==> src/rtl/am2910_sequencer.sv <==
// Am2910-style microprogram sequencer: next-address mux, uPC, loop register R
// and a shallow subroutine/loop stack, plus D-source enables for the branch bus.
module am2910_sequencer #(
    parameter int ADDR_W      = 12,
    parameter int STACK_DEPTH = 5
) (
    input  logic              CLK,
    input  logic              RST,
    input  logic [3:0]        I,
    input  logic [ADDR_W-1:0] D,
    input  logic              COND,
    input  logic              CCEN,
    input  logic              RLD_N,
    input  logic              CI,
    output logic [ADDR_W-1:0] Y,
    output logic              FULL,
    output logic              PL_EN,
    output logic              MAP_EN,
    output logic              VECT_EN
);

    localparam int SP_W = $clog2(STACK_DEPTH + 1);

    typedef enum logic [3:0] {
        JZ   = 4'd0,
        CJS  = 4'd1,
        JMAP = 4'd2,
        CJP  = 4'd3,
        PUSH = 4'd4,
        JSRP = 4'd5,
        CJV  = 4'd6,
        JRP  = 4'd7,
        RFCT = 4'd8,
        RPCT = 4'd9,
        CRTN = 4'd10,
        CJPP = 4'd11,
        LDCT = 4'd12,
        LOOP = 4'd13,
        CONT = 4'd14,
        TWB  = 4'd15
    } instr_e;

    logic [ADDR_W-1:0] upc_q, upc_d;
    logic [ADDR_W-1:0] r_q, r_d;
    logic [SP_W-1:0]   sp_q;
    logic [ADDR_W-1:0] stack_q [STACK_DEPTH];

    logic              pass;
    logic              r0;
    logic [ADDR_W-1:0] tos;
    logic              do_push, do_pop, do_clr, do_rld, do_rdec;
    instr_e            instr;

    assign instr = instr_e'(I);
    assign pass  = ~CCEN | COND;
    assign r0    = (r_q == '0);
    assign FULL  = (sp_q == SP_W'(STACK_DEPTH));

    // An empty stack reads as zero rather than a stale entry.
    always_comb begin
        tos = '0;
        for (int k = 0; k < STACK_DEPTH; k++) begin
            if (sp_q == SP_W'(k + 1)) tos = stack_q[k];
        end
    end

    always_comb begin
        Y        = upc_q;
        do_push  = 1'b0;
        do_pop   = 1'b0;
        do_clr   = 1'b0;
        do_rld   = 1'b0;
        do_rdec  = 1'b0;
        unique case (instr)
            JZ: begin
                Y      = '0;
                do_clr = 1'b1;
            end
            CJS: begin
                if (pass) begin
                    Y       = D;
                    do_push = 1'b1;
                end
            end
            JMAP: Y = D;
            CJP:  if (pass) Y = D;
            PUSH: begin
                do_push = 1'b1;
                do_rld  = pass;
            end
            JSRP: begin
                Y       = pass ? D : r_q;
                do_push = 1'b1;
            end
            CJV:  if (pass) Y = D;
            JRP:  Y = pass ? D : r_q;
            RFCT: begin
                if (!r0) begin
                    Y       = tos;
                    do_rdec = 1'b1;
                end else begin
                    do_pop = 1'b1;
                end
            end
            RPCT: begin
                if (!r0) begin
                    Y       = D;
                    do_rdec = 1'b1;
                end
            end
            CRTN: begin
                if (pass) begin
                    Y      = tos;
                    do_pop = 1'b1;
                end
            end
            CJPP: begin
                if (pass) begin
                    Y      = D;
                    do_pop = 1'b1;
                end
            end
            LDCT: do_rld = 1'b1;
            LOOP: begin
                if (pass) do_pop = 1'b1;
                else      Y      = tos;
            end
            CONT: Y = upc_q;
            TWB: begin
                if (pass) begin
                    do_pop = 1'b1;
                end else if (!r0) begin
                    Y       = tos;
                    do_rdec = 1'b1;
                end else begin
                    Y      = D;
                    do_pop = 1'b1;
                end
            end
            default: Y = upc_q;
        endcase
    end

    assign PL_EN   = (instr != JMAP) && (instr != CJV);
    assign MAP_EN  = (instr == JMAP);
    assign VECT_EN = (instr == CJV);

    assign upc_d = Y + {{(ADDR_W-1){1'b0}}, CI};

    // External load outranks any instruction effect on R.
    always_comb begin
        r_d = r_q;
        if (!RLD_N)       r_d = D;
        else if (do_rld)  r_d = D;
        else if (do_rdec) r_d = r_q - 1'b1;
    end

    always_ff @(posedge CLK or posedge RST) begin
        if (RST) begin
            upc_q <= '0;
            r_q   <= '0;
            sp_q  <= '0;
            for (int k = 0; k < STACK_DEPTH; k++) stack_q[k] <= '0;
        end else begin
            upc_q <= upc_d;
            r_q   <= r_d;
            if (do_clr) begin
                sp_q <= '0;
            end else if (do_push) begin
                // A push into a full stack overwrites the top slot in place.
                if (FULL) begin
                    stack_q[STACK_DEPTH-1] <= upc_q;
                end else begin
                    for (int k = 0; k < STACK_DEPTH; k++) begin
                        if (sp_q == SP_W'(k)) stack_q[k] <= upc_q;
                    end
                    sp_q <= sp_q + 1'b1;
                end
            end else if (do_pop && (sp_q != '0)) begin
                sp_q <= sp_q - 1'b1;
            end
        end
    end

endmodule

==> config.mk <==
export PLATFORM = sky130hd
export DESIGN_NAME = am2910_sequencer
export DESIGN_NICKNAME = d
export VERILOG_FILES = /design/src/rtl/am2910_sequencer.sv
export SDC_FILE = /design/constraint.sdc
export NUM_CORES = 1
export LEC_CHECK = 0
export CAP_MARGIN = 20
export CORE_MARGIN = 2
export CORE_UTILIZATION = 30
export CTS_BUF_LIST = sky130_fd_sc_hd__clkbuf_2
export CTS_CLUSTER_SIZE = 8
export DETAILED_ROUTE_END_ITERATION = 16
export PLACE_DENSITY = 0.47
export SYNTH_ARGS = -nofsm -noshare
export SYNTH_HDL_FRONTEND = slang
export SYNTH_SLANG_ARGS = --single-unit
==> constraint.sdc <==
create_clock -name CLK -period 4.9 [get_ports CLK]
set_input_delay 1.225 -clock CLK [delete_from_list [all_inputs] [get_ports CLK]]
set_output_delay 1.225 -clock CLK [all_outputs]
set_load 0.005 [all_outputs]
==> flow_metrics.tcl, run 1 <==
set metrics [dict create \
    startpoint "I[3]" \
    setup_viol 0 \
    yosys-top-cells-area "dfrtp_1 (36%), mux2_2 (11%), nand2_1 (4.1%), o21ai_0 (3.8%), a21oi_1 (2.6%)" \
    h-tree-depth 3 \
    pwr-share-comb_pct 48.6 \
    path_cells "clkdlybuf4s50_1 -> buf_12 -> buf_4 -> nor4b_2 -> buf_4 -> nand2_1 -> buf_4 -> buf_4 -> o22ai_2 -> o22ai_2 -> nand2_1 -> clkdlybuf4s50_1" \
    ys_ff_latch 87 \
    diodes 0 \
    r2r-end "upc_q[11]" \
    via_count 5869 \
    tns_ns 0 \
    grt_max_degree 35 \
    synth-seq-area-share_pct 36.4 \
    dp_cells 1020 \
    cts_tree "built" \
    syn-num-nets 684 \
    p_sw_share_pct 41.8 \
    fin_cells 1059 \
    fp-row-count 51 \
    reg2reg_from "r_q[5]" \
    pin_count 38 \
    grt_overflow 0 \
    hold_ws_ns 0.537 \
    drc 0 \
    synth_area_um2 5990 \
    leakagePower_nw 3.40 \
    routed_via_density 5.54 \
    crit_family "buffers and inverters" \
    reg2reg_slack_ns 1.15 \
    rsz0062_at_grt "yes" \
    synth_enable_flop_cells 0 \
    drv_slew 0 \
    cp.arrival_ns 3.64 \
    drtAntennaViolNets 0 \
    wl_per_cell_um 21.4 \
    slew_headroom_pct 52.1 \
    drv_cap 0 \
    hold_depth 1 \
    r2r_cells 16 \
    dieArea_um2 21100 \
    hold_path.class "reg -> reg" \
    nFillCells 1974 \
    yosysTopAreaCellShare_pct 36.4 \
    async_reset_ff_share_pct 100 \
    clock_latency_ns 0.63 \
    tightest_slew_ns 0.713 \
    power_per_cell_area_nw_per_um2 403 \
    drt_iter0_markers 406 \
    p_int_mw 1.88 \
    peakVddDrop_mv 0.289 \
    fin_crit_sh_pct 99.2 \
    die_h_um 145 \
    grt_pass1_vias 5911 \
    max_stage_delay_ns 0.50 \
    synth_cell_types 78 \
    first_pass_iters 8 \
    crit_fanout 15 \
    syn_area_per_cell_um2 9.17 \
    clkSinkCount 87 \
    crit_top_cell "buf_4" \
    placed_area_um2 7380 \
    nets 820 \
    antenna_found_initial 0 \
    yosysWarnings 0 \
    fin_skew_ns 0.0354 \
    initial_core_util_pct 30.7 \
    die-width_um 145 \
    critical_path_class "in -> out" \
    synth_cells 653 \
    synth_top_area_cell "dfrtp_1" \
    place_congestion 0.885 \
    stdcell_area_um2 8020 \
    required_ns 3.67 \
    finalPower_mw 3.23 \
    grt_usage_pct 21.4 \
    synth_ff_type "dfrtp_1" \
    crit_buf_inv 7 \
    hpwl_um 16900 \
    critPathLaunchType "input pin" \
    core_um2 19500 \
    area.growth.synth_to_final_pct 33.9 \
    grt_pass1_wl_um 35100 \
    fmax_mhz 206 \
    min_from "stack_q[7]" \
    clock_path_buffers 2 \
    cts-root-buf "clkbuf_2" \
    clockPowerShare_pct 12.9 \
    drive_gt1_share_pct 35.4 \
    slowest_stage "clkdlybuf4s50_1" \
    finalHoldViolations 0 \
    pwr-share-seq_pct 38.5 \
    drt-total-wl_um 22600 \
    switching_power_mw 1.35 \
    port_buffers 37 \
    worstSetupPathDepth 12 \
    status "complete, no violations" \
    end_kind "output port" \
    min_period_ns 4.86 \
    clk_pin_slew_ns 0.26 \
    cts-buffers-inserted 9 \
    hold_path_end "stack_q[7]" \
]
==> Yosys cell counts, types with 3 or more instances <==
library cell  instances
dfrtp_1              87
nand2_1              66
mux2_2               60
o21ai_0              46
nor2_1               37
a21oi_1              31
nor3_1               21
clkbuf_1             20
buf_2                18
inv_1                17
nand3_1              17
nor2b_1              15
xnor2_1              15
a31oi_1              14
a221o_1              11
a221oi_1              9
ha_1                  9
a211oi_1              8
a22o_1                8
nand3b_1              8
nor4_1                8
nand2b_1              7
o21ai_1               7
o22ai_1               7
xor2_1                7
buf_1                 6
nand4_1               6
a22oi_1               5
and3_1                5
o211ai_1              5
a2111oi_0             3
nor4b_1               3
o221ai_1              3
o31ai_1               3
or3_1                 3
==> repair_timing <==
action                                  CTS  global route
cloned                                    1             1
endpoints found under the setup margin   12            10
setup buffers                            16             5
pin swaps                                17            13
resized for setup                        35            38
hold buffers                              0             0
==> worst max path at each step <==
stage,endpoint,slack (ns)
2_1_floorplan,Y[9],0.95
3_3_place_gp,Y[5],-0.24
3_5_place_dp,Y[5],-0.18
4_1_cts,Y[9],-0.02
5_1_grt,Y[1],-0.02
6_report,Y[1],0.04
==> cell type report <==
class                           count  area, um2  share of cell area (%)
Sequential cell                    87       2180                    27.2
Clock buffer                        9       45.0                   0.562
Clock inverter                      7       78.8                   0.983
Tap cell                          265        332                    4.13
Timing Repair Buffer              173       1510                    18.9
Multi-Input combinational cell    500       3800                    47.4
Inverter                           18       72.6                   0.905
==> layer usage <==
layer | vias to the layer above | part of all wire (%) | wire, um | track usage (%)
met5 | - | 0 | 0 | 0
met4 | 0 | 3.4 | 768 | 7.99
met3 | 38 | 5.7 | 1300 | 4.65
met2 | 197 | 48 | 10800 | 35.1
met1 | 2924 | 43 | 9760 | 27.7
li1 | 2710 | - | - | -
==> kinds of logic after synthesis <==
group                    Yosys count  share of synthesized area, %
buffers and inverters             66                          4.78
adder cells (fa/ha/maj)            9                          1.88
AND/OR/NAND/NOR                  221                          20.6
flip-flops                        87                          36.4
AO/OA/AOI/OAI                    187                          21.7
XOR/XNOR                          22                          3.22
multiplexers                      61                          11.5
==> worst register-to-register path: cells and delay by family (launching register included) <==
family          cells  cell delay [ns]
fa+ha+maj           1             0.29
buf+inv             4             0.55
flops               1             0.54
xor+xnor            1             0.15
compound gates      5             0.71
simple gates        5             1.45
==> sequential cells by signal, indices dropped and copies added, names as in the netlist <==
register and count:
stack_q 60, r_q 12, upc_q 12, sp_q 3
==> layout by cell type (no fill, tap or decap), types with 11 or more instances in the layout <==
cell and instances:
buf_4 127, dfrtp_1 85, nand2_1 65, mux2_2 60, o21ai_0 42, nor2_1 35, a21oi_1 29, clkdlybuf4s50_1 24
nor3_1 19, nand3_1 17, xnor2_1 15, nor2b_1 14, a31oi_1 14, inv_1 13, a221o_1 11
==> through the flow <==
| step | setup WS (ns) | utilization, % |
|---|---|---|
| after CTS | -0.0159 | 39.9 |
| after floorplan | 0.954 | - |
| after global routing | -0.0223 | 41.1 |
| after detailed placement | -0.183 | 37.8 |
| after global placement | -0.240 | 37.8 |
| final | 0.0396 | 41.1 |
==> power by group through the flow <==
stage                     logic [mW]  clock network (mW)  registers (mW)
after floorplan                0.971                   0            1.14
after global placement          1.42                   0            1.23
after detailed placement        1.44                   0            1.24
after CTS                       1.51               0.438            1.23
after global routing            1.72               0.466            1.28
final                           1.57               0.417            1.24
No activity file was read; power rests on OpenSTA's default activity.
==> inputs of run 2 (changes only) <==
--- a/config.mk
+++ b/config.mk
@@ -11,7 +11,7 @@
 export CTS_BUF_LIST = sky130_fd_sc_hd__clkbuf_2
 export CTS_CLUSTER_SIZE = 8
 export DETAILED_ROUTE_END_ITERATION = 16
-export PLACE_DENSITY = 0.47
+export PLACE_DENSITY = 0.49
 export SYNTH_ARGS = -nofsm -noshare
 export SYNTH_HDL_FRONTEND = slang
 export SYNTH_SLANG_ARGS = --single-unit
==> constraint.sdc (replaced) <==
create_clock -name CLK -period 4 [get_ports CLK]
set_input_delay 1 -clock CLK [delete_from_list [all_inputs] [get_ports CLK]]
set_output_delay 1 -clock CLK [all_outputs]
set_load 0.005 [all_outputs]
==> run 2 against run 1 <==
First-iteration DRC count fell by 5.7%. Sequential share of layout area fell by 2.7 points. The run now ends with negative setup slack left. Critical path type is now reg -> out. Clock-buffer cell count is 1 higher. Largest power group unchanged. Combinational power increased by 63%. Routed wire length rose by 2.1%. Clock skew decreased by 0.00077 ns. Global-route usage grew 0.27 points. Worst setup slack got worse by 0.24 ns.
==> flow_metrics.tcl, run 2 (synthesis results as in run 1) <==
set metrics [dict create \
    layout_setup_ws_ns -0.196 \
    routed_via_density 5.42 \
    grt_pass1_wl_um 36000 \
    layout.cells.most_common "buf_4" \
    multi_input_area_um2 4070 \
    clock_path_buffers 2 \
    final_cell_mix "buf_4 (170), dfrtp_1 (87), nand2_1 (60), mux2_2 (60), nor2_1 (33)" \
    port_buffers 37 \
    r2r_cells 28 \
    required_ns 3.00 \
    nets 890 \
    fp-row-count 51 \
    drt_iter0_markers 383 \
    rsz0062_at_grt "yes" \
    leakagePower_nw 3.80 \
    fin_crit_sh_pct 105 \
    critical_path_class "reg -> out" \
    via_count 6114 \
    max_stage_delay_ns 0.46 \
    regMostFlops "stack_q" \
    fin_skew_ns 0.0347 \
    nFillCells 1920 \
    die_h_um 145 \
    fmax_mhz 238 \
    hold_depth 1 \
    fin_cells 1129 \
    drive_gt1_share_pct 46.2 \
    die-width_um 145 \
    first_pass_iters 5 \
    cts_tree "built" \
    reg2reg_from "sp_q[0]" \
    dr.max_layer_used "met4" \
    drt-total-wl_um 23100 \
    violations "negative setup slack" \
    h-tree-depth 3 \
    dieArea_um2 21100 \
    grt_max_degree 88 \
    area.growth.synth_to_final_pct 48.3 \
    critPathLaunchType "flop" \
    min_period_ns 4.20 \
    r2r-end "upc_q[11]" \
    place_congestion 0.925 \
    crit_family "compound AO/OA/AOI/OAI gates" \
    power_per_cell_area_nw_per_um2 511 \
    cts-root-buf "clkbuf_2" \
    wl_per_cell_um 20.5 \
    drtAntennaViolNets 0 \
    tightest_slew_ns 0.659 \
    grt_usage_pct 21.7 \
    diodes 0 \
    status "complete, but fails checks" \
    drc 0 \
    top_regs "stack_q: 60 flops, r_q: 12 flops, upc_q: 12 flops" \
    cts-buffers-inserted 9 \
    largest_reg_flops 60 \
    peakVddDrop_mv 0.310 \
    hold_path_end "stack_q[19]" \
    grt_pass1_vias 6274 \
    setup_viol 11 \
    grt_overflow 0 \
    dp_cells 1051 \
    crit_top_cell "buf_6" \
    finalHoldViolations 0 \
    post-route-util_pct 45.5 \
    clk_pin_slew_ns 0.27 \
    hpwl_um 16500 \
    drv_slew 0 \
    crit_buf_inv 4 \
    end_kind "output port" \
    met1Wirelength_um 10200 \
    min_from "stack_q[19]" \
    reg2reg_slack_ns 0 \
    clkSinkCount 87 \
    path_cells "buf_6 -> clkinvlp_4 -> ha_4 -> nor3b_4 -> buf_6 -> a221o_1 -> a21oi_2 -> o211ai_1 -> a2111oi_4 -> nor3_4 -> buf_2" \
    initial_core_util_pct 30.7 \
    core_um2 19500 \
    cp.arrival_ns 3.20 \
    hold_ws_ns 0.539 \
    antenna_found_initial 0 \
    clock_latency_ns 0.61 \
    slowest_stage "dfrtp_1" \
    wl_met2_um 11200 \
    crit_fanout 4 \
    tns_ns -1.42 \
    wl_met3_um 1050 \
    register_area_um2 2180 \
    cts_hold_buffers 0 \
    slew_headroom_pct 55.9 \
    finalPower_mw 4.54 \
    hold_path.class "reg -> reg" \
    pin_count 38 \
    drv_cap 0 \
]
## run 2: cell count changes in the layout (fill, tap and decap cells not counted), sizes merged
cell and change:
bufbuf +1, inv +1, buf +80, clkinvlp +1
clkinv -2, dlymetal6s2s -4, clkdlybuf4s15 -1, clkdlybuf4s50 -5
bufinv -1
## run 2: power breakdown
part | leakage (nW) | internal, mW | switching [mW]
Combinational | 2.64 | 1.34 | 1.22
Sequential | 1.09 | 1.21 | 0.315
Clock | 0.0652 | 0.0954 | 0.352
Total | 3.80 | 2.65 | 1.89
## run 2: layer usage
metal / vias up / track usage, %
met3: 40 / 3.58
met5: - / 0
met2: 186 / 36.4
met4: 0 / 7.94
met1: 3036 / 28.2
li1: 2852 / -
## run 2: per-stage QoR
step,worst slack [ns],area (um2)
floorplan,0.433,5990
global placement,-0.726,7660
detailed placement,-0.777,7660
CTS,-0.322,8550
global route,-0.372,8880
finish,-0.196,8880
## run 2: worst max-delay path by stage
stage / from / end / cells after the start
after floorplan: sp_q[2] / Y[7] / 10
after global placement: I[2] / Y[6] / 11
after detailed placement: I[1] / Y[6] / 11
after CTS: sp_q[0] / Y[9] / 11
after global routing: sp_q[0] / Y[0] / 15
final: sp_q[0] / Y[9] / 11
## run 2: cell type report
cell class / instances / share of cell area [%]
clock buffer: 10 / 0.564
clock inverter: 6 / 0.564
inverter: 18 / 0.888
multi-input combinational: 500 / 45.8
sequential: 87 / 24.5
tap: 265 / 3.73
timing repair buffer: 243 / 23.9
## run 2: what timing repair did
item                                    CTS  global route
pin swaps                                51            47
endpoints found under the setup margin   13            14
gates cloned                              2             0
gates resized for setup                 147            52
buffers inserted                         45            18
==> inputs of run 3 (changes only) <==
--- a/config.mk
+++ b/config.mk
@@ -8,7 +8,7 @@
 export CAP_MARGIN = 20
 export CORE_MARGIN = 2
 export CORE_UTILIZATION = 30
-export CTS_BUF_LIST = sky130_fd_sc_hd__clkbuf_2
+export CTS_BUF_LIST = sky130_fd_sc_hd__clkbuf_8
 export CTS_CLUSTER_SIZE = 8
 export DETAILED_ROUTE_END_ITERATION = 16
 export PLACE_DENSITY = 0.49
==> run 3 against run 2 <==
The flow now finishes without violations. Combinational power decreased by 8.6%. Cell count decreased by 0.44%. Clock-buffer cell count decreased by 1. Sequential share of layout area about the same. Flip-flop and latch count unchanged. Design area about the same. Non-clock buffer count decreased by 5. First-iteration DRC count increased by 19%. Critical path depth unchanged. Utilization about the same. Register-to-register slack improved by 0.22 ns. Highest routed layer unchanged. Largest power group unchanged. Largest cell class unchanged.
==> flow_metrics.tcl, run 3 (synthesis results as in run 1) <==
set metrics [dict create \
    status "complete, no violations" \
    fp-row-count 51 \
    drt-total-wl_um 23200 \
    register_area_um2 2180 \
    regMostFlops "stack_q" \
    power_per_cell_area_nw_per_um2 503 \
    fmax_mhz 253 \
    fin_crit_sh_pct 98.7 \
    diodes 0 \
    leakagePower_nw 3.79 \
    top_regs "stack_q: 60 flops, r_q: 12 flops, upc_q: 12 flops" \
    stdcell_area_um2 8880 \
    critical_path_class "reg -> out" \
    port_buffers 37 \
    die_h_um 145 \
    multi_input_area_um2 4040 \
    tightest_slew_ns 0.657 \
    dieArea_um2 21100 \
    setup_viol 0 \
    nets 885 \
    place_congestion 0.925 \
    pin_count 38 \
    layout.cells.most_common "buf_4" \
    hold_ws_ns 0.507 \
    grt_usage_pct 21.9 \
    rsz0062_at_grt "yes" \
    slowest_stage "dfrtp_1" \
    final_cell_mix "buf_4 (178), dfrtp_1 (87), nand2_1 (62)" \
    clkSinkCount 87 \
    largest_reg_flops 60 \
    clock_latency_ns 0.39 \
    slew_headroom_pct 55.8 \
    wl_per_cell_um 20.7 \
    crit_family "compound AO/OA/AOI/OAI gates" \
    finalHoldViolations 0 \
    area.growth.synth_to_final_pct 48.2 \
    cts-buffers-inserted 9 \
    drc 0 \
    initial_core_util_pct 30.7 \
    cp.arrival_ns 2.95 \
    first_pass_iters 7 \
    routed_via_density 5.49 \
    max_stage_delay_ns 0.41 \
    dp_cells 1051 \
    peakVddDrop_mv 0.332 \
    crit_fanout 6 \
    clk_pin_slew_ns 0.10 \
    drv_slew 0 \
    drtAntennaViolNets 0 \
    crit_buf_inv 3 \
    cts-root-buf "clkbuf_8" \
    grt_overflow 0 \
    drt_iter0_markers 454 \
    drv_cap 0 \
    dp_slack_ns -0.777 \
    core_um2 19500 \
    via_count 6175 \
    clock_path_buffers 2 \
    grt_pass1_vias 6241 \
    die-width_um 145 \
    hold_path.class "reg -> reg" \
    end_kind "output port" \
    placed_area_um2 7660 \
    min_period_ns 3.95 \
    required_ns 3.00 \
    drive_gt1_share_pct 44.8 \
    fin_cells 1124 \
    hpwl_um 16500 \
    h-tree-depth 3 \
    fin_skew_ns 0.00987 \
    path_cells "ha_2 -> ha_4 -> buf_12 -> nor4b_4 -> buf_4 -> a221o_1 -> a21oi_2 -> o211ai_1 -> a2111oi_4 -> nor3_4 -> buf_2" \
    antenna_found_initial 0 \
    critPathLaunchType "flop" \
    layout_setup_ws_ns 0.0515 \
    cts_hold_buffers 0 \
    nFillCells 1918 \
    grt_max_degree 88 \
    grt_pass1_wl_um 36200 \
    cts_tree "built" \
]
-- run 3: changes by cell type in the layout (fill, tap and decap cells not counted), sizes merged --
| cell | previous run | this run |
|---|---|---|
| inv | 19 | 22 |
| buf | 214 | 209 |
| clkbuf | 11 | 12 |
| clkinvlp | 3 | 1 |
| dlygate4sd2 | 6 | 5 |
| bufbuf | 2 | 0 |
| clkdlybuf4s15 | 0 | 2 |
| dlymetal6s2s | 1 | 0 |
-- run 3: final cells by class --
type	instances	area share [%]
Multi-Input combinational cell	500	45.5
Timing Repair Buffer	238	23.4
Clock inverter	7	0.606
Clock buffer	9	1.40
Tap cell	265	3.74
Inverter	18	0.832
Sequential cell	87	24.5
-- run 3: repair_timing --
| item | 4_1_cts | 5_1_grt |
|---|---|---|
| setup buffers | 37 | 20 |
| gates resized for setup | 117 | 72 |
| gates cloned | 3 | 0 |
| pin swaps | 36 | 40 |
| setup endpoints to repair | 17 | 13 |
-- run 3: final timing paths --
check,from,to,slack (ns),cells past startpoint
hold / removal,stack_q[19],stack_q[19],0.51,1
hold reg to reg,stack_q[19],stack_q[19],0.51,1
setup / recovery,sp_q[0],Y[9],0.05,11
setup reg to reg,sp_q[0],upc_q[11],0.22,24
min in group asynchronous,RST,sp_q[1],0.97,3
max in group asynchronous,RST,r_q[3],2.57,3
-- run 3: report_power, final --
part	total, mW	leakage [nW]	switching (mW)	internal, mW
logic	2.34	2.60	1.16	1.18
registers	1.53	1.09	0.311	1.22
clock network	0.602	0.0937	0.368	0.234
total	4.47	3.79	1.84	2.63
-- run 3: worst reg2reg max path, cell delays in order, from the launching register on --
cell and delay [ns]:
dfrtp_1 0.38, ha_2 0.20, ha_4 0.20, buf_6 0.12, buf_8 0.11, nor2_2 0.05
nand2_1 0.14, a41oi_4 0.15, a221oi_2 0.29, o21ai_1 0.12, a211oi_2 0.23, nor2_1 0.09
buf_4 0.14, buf_4 0.12, buf_4 0.12, buf_4 0.12, buf_4 0.12, buf_4 0.12
buf_4 0.12, buf_4 0.12, buf_4 0.12, buf_4 0.12, buf_4 0.12, buf_4 0.12
xor2_1 0.15
-- run 3: metal layers --
layer | vias to the layer above | wire, um | share of wire, % | global-route usage [%]
met3 | 39 | 1050 | 4.5 | 3.99
met4 | 0 | 652 | 2.8 | 6.81
met5 | - | 0 | 0 | 0
li1 | 2846 | - | - | -
met1 | 3110 | 10100 | 44 | 28.2
met2 | 180 | 11400 | 49 | 37.3
-- run 3: through the flow --
stage,setup TNS (ns),utilization (%),total power [mW]
after global routing,-0.257,45.5,4.76
after global placement,-9.08,39.2,3.38
final,0,45.5,4.47
after floorplan,0,-,2.59
after detailed placement,-9.52,39.2,3.44
after CTS,0,43.6,4.26
